<file path="config.mk">
export PLATFORM = sky130hd
export DESIGN_NAME = mips_multicycle_fsm
export DESIGN_NICKNAME = d
export VERILOG_FILES = /design/src/rtl/mips_ctrl_pkg.sv /design/src/rtl/mips_alu_decoder.sv /design/src/rtl/mips_multicycle_fsm.sv
export SDC_FILE = /design/constraint.sdc
export NUM_CORES = 1
export LEC_CHECK = 0
export CORE_UTILIZATION = 35
export DETAILED_ROUTE_END_ITERATION = 16
export PLACE_DENSITY = 0.59
export REMOVE_ABC_BUFFERS = 1
export SETUP_SLACK_MARGIN = 0.02
export SLEW_MARGIN = 25
export SYNTH_ARGS = -nofsm -noshare
export SYNTH_HDL_FRONTEND = slang
export SYNTH_SLANG_ARGS = --single-unit
</file>
<file path="constraint.sdc">
create_clock -name clk -period 2.35 [get_ports clk]
set_input_delay 0.47 -clock clk [delete_from_list [all_inputs] [get_ports clk]]
set_output_delay 0.47 -clock clk [all_outputs]
set_load 0.005 [all_outputs]
</file>
<file path="src/rtl/mips_ctrl_pkg.sv">
// Shared encodings for the multicycle MIPS controller: FSM states, opcode/funct
// fields, ALU operation codes and datapath mux selects.
package mips_ctrl_pkg;

    typedef enum logic [3:0] {
        IDLE   = 4'd0,
        FETCH  = 4'd1,
        DECODE = 4'd2,
        MEMADR = 4'd3,
        MEMRD  = 4'd4,
        MEMWB  = 4'd5,
        MEMWR  = 4'd6,
        EXEC_R = 4'd7,
        ALUWB  = 4'd8,
        EXEC_I = 4'd9,
        IWB    = 4'd10,
        BRANCH = 4'd11,
        JUMP   = 4'd12
    } state_t;

    localparam logic [5:0] OP_RTYPE = 6'h00;
    localparam logic [5:0] OP_J     = 6'h02;
    localparam logic [5:0] OP_BEQ   = 6'h04;
    localparam logic [5:0] OP_BNE   = 6'h05;
    localparam logic [5:0] OP_ADDI  = 6'h08;
    localparam logic [5:0] OP_ANDI  = 6'h0C;
    localparam logic [5:0] OP_ORI   = 6'h0D;
    localparam logic [5:0] OP_LW    = 6'h23;
    localparam logic [5:0] OP_SW    = 6'h2B;

    localparam logic [5:0] FN_SLL = 6'h00;
    localparam logic [5:0] FN_SRL = 6'h02;
    localparam logic [5:0] FN_ADD = 6'h20;
    localparam logic [5:0] FN_SUB = 6'h22;
    localparam logic [5:0] FN_AND = 6'h24;
    localparam logic [5:0] FN_OR  = 6'h25;
    localparam logic [5:0] FN_SLT = 6'h2A;

    localparam logic [3:0] ALU_AND = 4'b0000;
    localparam logic [3:0] ALU_OR  = 4'b0001;
    localparam logic [3:0] ALU_ADD = 4'b0010;
    localparam logic [3:0] ALU_SUB = 4'b0110;
    localparam logic [3:0] ALU_SLT = 4'b0111;
    localparam logic [3:0] ALU_SLL = 4'b1000;
    localparam logic [3:0] ALU_SRL = 4'b1001;

    localparam logic [1:0] SRCB_REG     = 2'b00;
    localparam logic [1:0] SRCB_FOUR    = 2'b01;
    localparam logic [1:0] SRCB_SIGNEXT = 2'b10;
    localparam logic [1:0] SRCB_BRANCH  = 2'b11;

    localparam logic [1:0] PC_ALU_RESULT = 2'b00;
    localparam logic [1:0] PC_ALU_OUT    = 2'b01;
    localparam logic [1:0] PC_JUMP       = 2'b10;

    function automatic logic is_done_state(input state_t s);
        return (s == MEMWB) || (s == MEMWR) || (s == ALUWB) ||
               (s == IWB)   || (s == BRANCH) || (s == JUMP);
    endfunction

endpackage

</file>
<file path="src/rtl/mips_alu_decoder.sv">
// ALU operation select for each controller state, plus detection of R-type
// funct codes the datapath does not implement.
module mips_alu_decoder
    import mips_ctrl_pkg::*;
#(
    parameter int ALU_CTRL_W = 4
) (
    input  state_t                state,
    input  logic [5:0]            Opcode,
    input  logic [5:0]            Funct,
    output logic [ALU_CTRL_W-1:0] ALUControl,
    output logic                  funct_illegal
);

    logic [3:0] funct_op;
    logic [3:0] alu_op;

    // funct_illegal must not depend on state: the FSM uses it to pick the next state.
    always_comb begin
        funct_op      = ALU_AND;
        funct_illegal = 1'b0;
        case (Funct)
            FN_ADD:  funct_op = ALU_ADD;
            FN_SUB:  funct_op = ALU_SUB;
            FN_AND:  funct_op = ALU_AND;
            FN_OR:   funct_op = ALU_OR;
            FN_SLT:  funct_op = ALU_SLT;
            FN_SLL:  funct_op = ALU_SLL;
            FN_SRL:  funct_op = ALU_SRL;
            default: funct_illegal = (Opcode == OP_RTYPE);
        endcase
    end

    always_comb begin
        alu_op = ALU_AND;
        case (state)
            FETCH, DECODE, MEMADR: alu_op = ALU_ADD;
            EXEC_R:                alu_op = funct_op;
            EXEC_I: begin
                case (Opcode)
                    OP_ANDI: alu_op = ALU_AND;
                    OP_ORI:  alu_op = ALU_OR;
                    default: alu_op = ALU_ADD;
                endcase
            end
            BRANCH:                alu_op = ALU_SUB;
            default:               alu_op = ALU_AND;
        endcase
    end

    assign ALUControl = ALU_CTRL_W'(alu_op);

endmodule

</file>
<file path="src/rtl/mips_multicycle_fsm.sv">
// Multicycle MIPS main controller: sequences fetch/decode/execute/writeback and
// drives every datapath strobe from a registered copy of the next state.
module mips_multicycle_fsm
    import mips_ctrl_pkg::*;
#(
    parameter int ALU_CTRL_W = 4,
    parameter int ENABLE_BNE = 1
) (
    input  logic                  clk,
    input  logic                  reset,
    input  logic                  run,
    input  logic [5:0]            Opcode,
    input  logic [5:0]            Funct,
    input  logic                  Zero,
    output logic                  IorD,
    output logic                  Mem_select,
    output logic                  MemWrite,
    output logic                  IRWrite,
    output logic                  DataWrite,
    output logic                  RDx_FF_en,
    output logic                  ALUresult_en,
    output logic                  RegDst,
    output logic                  MemtoReg,
    output logic                  RegWrite,
    output logic                  ALUSrcA,
    output logic [1:0]            ALUSrcB,
    output logic [ALU_CTRL_W-1:0] ALUControl,
    output logic [1:0]            PCSrc,
    output logic                  PCWrite,
    output logic                  Branch,
    output logic                  PC_En,
    output logic                  instr_done,
    output logic                  illegal_op,
    output logic [3:0]            state
);

    state_t                state_q;
    state_t                state_d;
    logic                  is_load_q;
    logic                  is_bne_q;
    logic                  decode_illegal;
    logic                  funct_illegal;
    logic [ALU_CTRL_W-1:0] alu_ctrl_d;

    // Fed with the next state so ALUControl can be registered alongside the other strobes.
    mips_alu_decoder #(
        .ALU_CTRL_W(ALU_CTRL_W)
    ) u_alu_decoder (
        .state        (state_d),
        .Opcode       (Opcode),
        .Funct        (Funct),
        .ALUControl   (alu_ctrl_d),
        .funct_illegal(funct_illegal)
    );

    always_comb begin
        state_d        = IDLE;
        decode_illegal = 1'b0;
        case (state_q)
            IDLE:   state_d = run ? FETCH : IDLE;
            FETCH:  state_d = DECODE;
            DECODE: begin
                case (Opcode)
                    OP_LW, OP_SW:             state_d = MEMADR;
                    OP_RTYPE: begin
                        if (funct_illegal) decode_illegal = 1'b1;
                        else               state_d = EXEC_R;
                    end
                    OP_ADDI, OP_ANDI, OP_ORI: state_d = EXEC_I;
                    OP_BEQ:                   state_d = BRANCH;
                    OP_BNE: begin
                        if (ENABLE_BNE != 0) state_d = BRANCH;
                        else                 decode_illegal = 1'b1;
                    end
                    OP_J:                     state_d = JUMP;
                    default:                  decode_illegal = 1'b1;
                endcase
                if (decode_illegal) state_d = run ? FETCH : IDLE;
            end
            MEMADR: state_d = is_load_q ? MEMRD : MEMWR;
            MEMRD:  state_d = MEMWB;
            EXEC_R: state_d = ALUWB;
            EXEC_I: state_d = IWB;
            MEMWB, MEMWR, ALUWB, IWB, BRANCH, JUMP: state_d = run ? FETCH : IDLE;
            default: state_d = IDLE;
        endcase
    end

    always_ff @(posedge clk or negedge reset) begin
        if (!reset) begin
            state_q      <= IDLE;
            is_load_q    <= 1'b0;
            is_bne_q     <= 1'b0;
            IorD         <= 1'b0;
            Mem_select   <= 1'b0;
            MemWrite     <= 1'b0;
            IRWrite      <= 1'b0;
            DataWrite    <= 1'b0;
            RDx_FF_en    <= 1'b0;
            ALUresult_en <= 1'b0;
            RegDst       <= 1'b0;
            MemtoReg     <= 1'b0;
            RegWrite     <= 1'b0;
            ALUSrcA      <= 1'b0;
            ALUSrcB      <= SRCB_REG;
            ALUControl   <= '0;
            PCSrc        <= PC_ALU_RESULT;
            PCWrite      <= 1'b0;
            Branch       <= 1'b0;
            instr_done   <= 1'b0;
        end else begin
            state_q      <= state_d;
            IorD         <= 1'b0;
            Mem_select   <= 1'b0;
            MemWrite     <= 1'b0;
            IRWrite      <= 1'b0;
            DataWrite    <= 1'b0;
            RDx_FF_en    <= 1'b0;
            ALUresult_en <= 1'b0;
            RegDst       <= 1'b0;
            MemtoReg     <= 1'b0;
            RegWrite     <= 1'b0;
            ALUSrcA      <= 1'b0;
            ALUSrcB      <= SRCB_REG;
            ALUControl   <= alu_ctrl_d;
            PCSrc        <= PC_ALU_RESULT;
            PCWrite      <= 1'b0;
            Branch       <= 1'b0;
            instr_done   <= is_done_state(state_d);
            if (state_q == DECODE) begin
                is_load_q <= (Opcode == OP_LW);
                is_bne_q  <= (Opcode == OP_BNE);
            end
            case (state_d)
                FETCH: begin
                    IRWrite <= 1'b1;
                    ALUSrcB <= SRCB_FOUR;
                    PCWrite <= 1'b1;
                end
                DECODE: begin
                    RDx_FF_en    <= 1'b1;
                    ALUSrcB      <= SRCB_BRANCH;
                    ALUresult_en <= 1'b1;
                end
                MEMADR, EXEC_I: begin
                    ALUSrcA      <= 1'b1;
                    ALUSrcB      <= SRCB_SIGNEXT;
                    ALUresult_en <= 1'b1;
                end
                MEMRD: begin
                    IorD       <= 1'b1;
                    Mem_select <= 1'b1;
                    DataWrite  <= 1'b1;
                end
                MEMWB: begin
                    MemtoReg <= 1'b1;
                    RegWrite <= 1'b1;
                end
                MEMWR: begin
                    IorD       <= 1'b1;
                    Mem_select <= 1'b1;
                    MemWrite   <= 1'b1;
                end
                EXEC_R: begin
                    ALUSrcA      <= 1'b1;
                    ALUresult_en <= 1'b1;
                end
                ALUWB: begin
                    RegDst   <= 1'b1;
                    RegWrite <= 1'b1;
                end
                IWB:    RegWrite <= 1'b1;
                BRANCH: begin
                    ALUSrcA <= 1'b1;
                    Branch  <= 1'b1;
                    PCSrc   <= PC_ALU_OUT;
                end
                JUMP: begin
                    PCSrc   <= PC_JUMP;
                    PCWrite <= 1'b1;
                end
                default: ;
            endcase
        end
    end

    // Zero arrives from the ALU in the BRANCH cycle itself, so this stays combinational.
    assign PC_En      = PCWrite | (Branch & (Zero ^ is_bne_q));
    assign illegal_op = decode_illegal;
    assign state      = state_q;

endmodule

</file>
# --- Word level (Yosys, flattened, before mapping) ---
# Cells that the tools add are included.
word_totals:
  inputBits: 16
  reg_bits: 27
  output_inout_bits: 28
  mem_bits_rw: 0
  mem_bits_ro: 0
  latchBits: 0
  n_memories: 0
  wordCells: 109
classes:
  bitwise_logic: 3
  mul: 0
  n_reduce_logical: 21
  shift: 0
  div_mod_pow: 0
  eq_ne: 38
  add_sub_neg: 0
  order_cmp: 0
  mux: 28
ops:
  columns: ["op", "count"]
  rows:
  - ["6-bit equality test (second input constant)", 7]
  - ["4-bit equality test (second input constant)", 10]
  - ["4-bit by 3-bit equality test with 1-bit output (second input constant)", 8]
  - ["4-bit case mux with 7 select lines", 1]
  - ["4-bit case mux with 6 select lines", 1]
  - ["4-bit case mux with 5 select lines", 1]
  - ["6-bit by 4-bit equality test with 1-bit output (second input constant)", 3]
  - ["1-bit 2-to-1 mux", 17]
  - ["4-bit by 2-bit equality test with 1-bit output (second input constant)", 4]
  - ["4-bit case mux with 4 select lines", 1]
  - ["7-bit OR reduction", 2]
  - ["6-bit by 2-bit equality test with 1-bit output (second input constant)", 2]
  - ["6-bit by 3-bit equality test with 1-bit output (second input constant)", 2]
  - ["6-bit zero test", 2]
  - ["2-bit OR reduction", 5]
  - ["3-bit OR reduction", 3]
  - ["4-bit by 1-bit equality test with 1-bit output (second input constant)", 2]
  - ["2-bit case mux with 2 select lines", 2]
  - ["4-bit OR reduction", 2]
  - ["8-bit OR reduction", 1]
  - ["2-bit case mux with 3 select lines", 1]
  - ["1-bit logical OR", 5]
  - ["4-bit zero test", 1]
  - ["4-bit 2-to-1 mux", 1]
  - ["6 further kinds", 6]

# --- Depth between registers and ports, before layout ---
logic_depth:
  word_depth: 14
  depth_mapped: 9

# --- Modules after synthesis ---
# A second synthesis with hierarchy kept.
unflattened:
  cells_unflattened: 126
  hier_area_um2: 1301.2
by_module_without_submodules:
  columns: ["mod", "cells_per_inst", "instances", "area_per_inst_um2"]
  rows:
  - ["mips_multicycle_fsm", 99, 1, 1118.6]
  - ["mips_alu_decoder", 27, 1, 182.7]

# --- Worst setup path after synthesis ---
# Ideal clock, no wire load.
synth_path:
  path_kind: "register to register"
  start: "register state_q[3], in the netlist state[3]"
  end: "register ALUControl[3]"
  path_stages_with_launch: 9
  setup_slack_ps: 294
  synth_period_minus_slack_ps: 2056
  setup_time_ps: 95
  arrival_ps: 1961
  cell_sequence: "dfrtp_1 -> buf_6 -> or4b_4 -> buf_6 -> nor3b_2 -> a211o_4 -> and2b_1 -> nand3_1 -> nor4b_2"
synth_between:
  elab_chain_len: 6
  elab_cells_between_ends: 23
synth_lines:
  columns: ["element", "line", "text"]
  rows:
  - ["start, declared", "mips_multicycle_fsm.sv:37", "state_t state_q;"]
  - ["start signal, assigned", "mips_multicycle_fsm.sv:112", "state_q <= state_d;"]
  - ["4-bit by 3-bit equality test with 1-bit output, or another cell as far along", "mips_multicycle_fsm.sv:59", "case (state_q)"]
  - ["7-bit OR reduction (no line)", null, null]
  - ["4-bit case mux with 7 select lines *", "mips_multicycle_fsm.sv:59", null]
  - ["net state_d[2]", "mips_multicycle_fsm.sv:38", "state_t state_d;"]
  - ["4-bit by 1-bit equality test with 1-bit output / 4-bit by 2-bit equality test with 1-bit output (equally long branches)", "mips_alu_decoder.sv:36", "case (state)"]
  - ["3-bit OR reduction", "mips_alu_decoder.sv:36", null]
  - ["4-bit case mux with 4 select lines *", "mips_alu_decoder.sv:36", null]
  - ["net alu_ctrl_d[3]", "mips_multicycle_fsm.sv:43", "logic [ALU_CTRL_W-1:0] alu_ctrl_d;"]
  - ["end signal, assigned", "mips_multicycle_fsm.sv:125", "ALUControl <= alu_ctrl_d;"]
  - ["end, declared", "mips_multicycle_fsm.sv:27", "output logic [ALU_CTRL_W-1:0] ALUControl,"]
# Mark *: on every way through the listed nets, which the timed path passes. The rest lies on a longest branch.
# A chain may end at the register's enable or synchronous reset.

# --- Worst setup path in the final report ---
layout_path:
  start: "input port Opcode[5]"
  end: "output port illegal_op"
layout_between:
  elab_chain_len: 6
  elab_cells_between_ends: 15
layout_lines:
  columns: ["element", "line", "text"]
  rows:
  - ["start, declared", "mips_multicycle_fsm.sv:12", "input logic [5:0] Opcode,"]
  - ["6-bit zero test", "mips_alu_decoder.sv:30, mips_multicycle_fsm.sv:63", null]
  - ["1-bit 2-to-1 mux", "mips_alu_decoder.sv:22", "case (Funct)"]
  - ["1-bit 2-to-1 mux", "mips_multicycle_fsm.sv:66", "if (funct_illegal) decode_illegal = 1'b1;"]
  - ["1-bit case mux with 2 select lines *", "mips_multicycle_fsm.sv:63", "case (Opcode)"]
  - ["1-bit 2-to-1 mux * (2 in a row)", "mips_multicycle_fsm.sv:59", null]
  - ["end, declared", "mips_multicycle_fsm.sv:33", "output logic illegal_op,"]
# Mark *: on every way between the ends. The rest lies on a longest branch, timed or not. The select of a mux whose other input is x is not followed.

==> run_results.csv <==
group,metric,value,unit
layout,fillers,330,
global_routing,overflow,0,
synthesis,avgSynthCellArea,9.88,um^2
critical_path,cp-start-kind,"primary input",
timing,finalCritPeriodShare,97.7,%
global_routing,grt_pass1_vias,1247,
die,start_util,37.2,%
synthesis,synth.most_common_cell,"dfrtp_1",
route,antenna_left,0,
die,dieArea,0.00423,mm^2
timing,finClkSkew,0.00173,ns
timing,layout_setup_ws,0.0532,ns
placement,placed_area,0.00208,mm^2
critical_path,critPathMaxFanout,2,
placement,place_congestion,0.802,
synthesis,ys.flop_type,"dfrtp_1",
route,drt-initial-drc-count,28,
critical_path,critPathKind,"primary input to output pin",
timing,drv_slew,0,
die,dieWidth,65.1,um
synthesis,syn_inst,141,
route,drt_first_pass_iters,4,
global_routing,grt_max_degree,27,
pwr,ir_drop,0.267,mV
pwr,pwr_density_cell,790,mW/mm^2
timing,fmax,0.435,GHz
synthesis,synth_area_leaders,"dfrtp_1 (47%), nor2_1 (4.9%), nand2_1 (3.0%)",
cts,cts_sinks,26,
global_routing,grt_pass1_wl,5770,um
route,drc,0,
cts,numCtsBuffers,3,
route,num_vias,1300,
synthesis,seq_area_frac_synth,46.7,%
die,core,0.00374,mm^2
timing,min_period,2.30,ns
cts,htreeDepth,1,
die,die_h,65.1,um
cts,cts_root_buf,"clkbuf_8",
critical_path,crit_arrival,1.83,ns
synthesis,synthTopCellsByCount,"dfrtp_1 (26), nor2_1 (18), nand2_1 (11), a21oi_1 (7), inv_1 (6)",
synthesis,synth_largest_area_cell,"dfrtp_1",
layout,nNetsFinal,232,
synthesis,ys_ff_latch,26,
hold_path,hold_class,"flip-flop to flip-flop",
synthesis,synth_edf_count,0,
global_routing,grt_usage,17.9,%
run_status,status,"finished, final reports clean",
layout,fin_area,0.00224,mm^2
placement,dp_hpwl,2660,um
timing,hold_viol,0,
placement,dp_slack,-0.420,ns
layout,area_growth,61.0,%
synthesis,synth_top_area_share,46.7,%
route,wl_per_cell,13.1,um
layout,antenna_cells,0,
timing,setup_viol_count_final,0,
synthesis,yosysUniqueCellTypes,52,
timing,slew_headroom,69.6,%
global_routing,antenna_found_initial,0,
die,num_io_pins,44,
route,routed_wirelength,3450,um
pwr,leakage,1.01,nW
cts,clock_latency,0.26,ns
synthesis,ys_warn_count,0,
layout,drive_gt1_share,29.8,%
placement,io_buffers,43,
critical_path,critPathRequiredTime,1.88,ns
cts,cts_tree,"built",
cts,clk_pin_slew_worst_paths,0.08,ns
route,vias_per_cell,4.94,
job,cap_viol_max_count,0,
cts,cts_buffer_depth,2,
timing,max_slew.worst_pin.slew,0.452,ns
critical_path,endpoint_kind,"output pin",
synthesis,syn_area,0.00139,mm^2
synthesis,postSynth.asyncResetShare,100,%
die,rows,22,
==> registers in the layout (all words and copies together) (netlist names), 2 cells and up <==
| register | cells |
|---|---|
| ALUSrcB | 2 |
| state | 4 |
| PCSrc | 2 |
| ALUControl | 4 |
==> per-layer routing <==
metal / vias up / part of all wire (%) / global-route usage [%]
met5: - / 0 / 0
met3: 7 / 3.7 / 1.76
li1: 648 / - / -
met1: 606 / 44 / 22.1
met4: 0 / 1.8 / 5.71
met2: 39 / 50 / 32.6
==> worst max-delay path: stages <==
cell           delay, ns
dlygate4sd2_1       0.24
or4b_4              0.53
a21oi_4             0.19
a31oi_4             0.05
and3b_2             0.23
buf_2               0.12
==> metrics by stage <==
step	std cells	setup TNS (ns)	hold WS, ns	power (mW)	utilization, %
finish	263	0	0.526	1.77	59.9
global route	263	-0.00235	0.557	1.90	59.9
CTS	263	0	0.526	1.78	58.1
detailed placement	258	-2.72	0.512	1.48	55.5
global placement	258	-2.23	0.509	1.47	55.5
floorplan	135	0	0.174	0.983	-
==> worst paths after layout <==
check                      slack (ns)                  from  cells after the start                 endpoint
max                              0.05             Opcode[5]                      6               illegal_op
min                              0.53  is_bne_q$_DFFE_PN0P_                      2     is_bne_q$_DFFE_PN0P_
max reg2reg                      0.23    state[2]$_DFF_PN0_                      8     ALUSrcB[1]$_DFF_PN0_
min reg2reg                      0.53  is_bne_q$_DFFE_PN0P_                      2     is_bne_q$_DFFE_PN0P_
max in group asynchronous        1.55                 reset                      2  ALUControl[1]$_DFF_PN0_
min in group asynchronous        0.56                 reset                      2         RegDst$_DFF_PN0_
==> logic make-up (layout without fill, tap and decap cells) <==
| group | Yosys count | after routing | share of synthesized area (%) |
|---|---|---|---|
| and+or+nand+nor | 69 | 69 | 28.8 |
| AOI/OAI and AO/OA | 32 | 32 | 18.2 |
| DFF | 26 | 26 | 46.7 |
| buffers and inverters | 12 | 86 | 4.94 |
| xor gates and xnor gates | 2 | 2 | 1.26 |
==> what timing repair did <==
action	CTS	global route
pin swaps	9	9
hold buffers	0	0
setup buffers	1	0
gates resized for setup	19	15
endpoints found under the setup margin	6	7
==> placed cells by master (no fill, tap or decap), types with 2 or more instances in the layout <==
cell type        Yosys  final
inv_1                6      6
dlymetal6s2s_1       0      4
o21ai_0              4      3
or2_2                2      2
clkdlybuf4s50_1      0     32
nor2b_1              4      4
dfrtp_1             26     26
nor3_1               4      3
nand3_1              4      4
o22ai_1              3      2
or4b_4               1      2
dlygate4sd2_1        0      5
a21oi_1              7      6
buf_4                2     33
clkbuf_8             0      4
or2_1                3      3
nor2_1              18     16
nor3b_1              2      2
nor2_2               1      3
o21ai_1              2      2
nand2_1             11     11
nand2b_1             3      3
o31ai_1              2      2
==> where the power goes <==
part	total [mW]	internal, mW	switching [mW]
clock	0.281	0.150	0.132
combinational	0.884	0.485	0.400
sequential	0.606	0.563	0.0429
==> area by class of cell <==
class / count / area (um^2) / share of cell area, %
sequential: 26 / 651 / 29.0
multi-input combinational: 103 / 777 / 34.7
timing repair buffer: 76 / 677 / 30.2
clock buffer: 4 / 55.1 / 2.46
inverter: 6 / 22.5 / 1.00
tap: 48 / 60.1 / 2.68
Power figures use the tool's default switching activity.
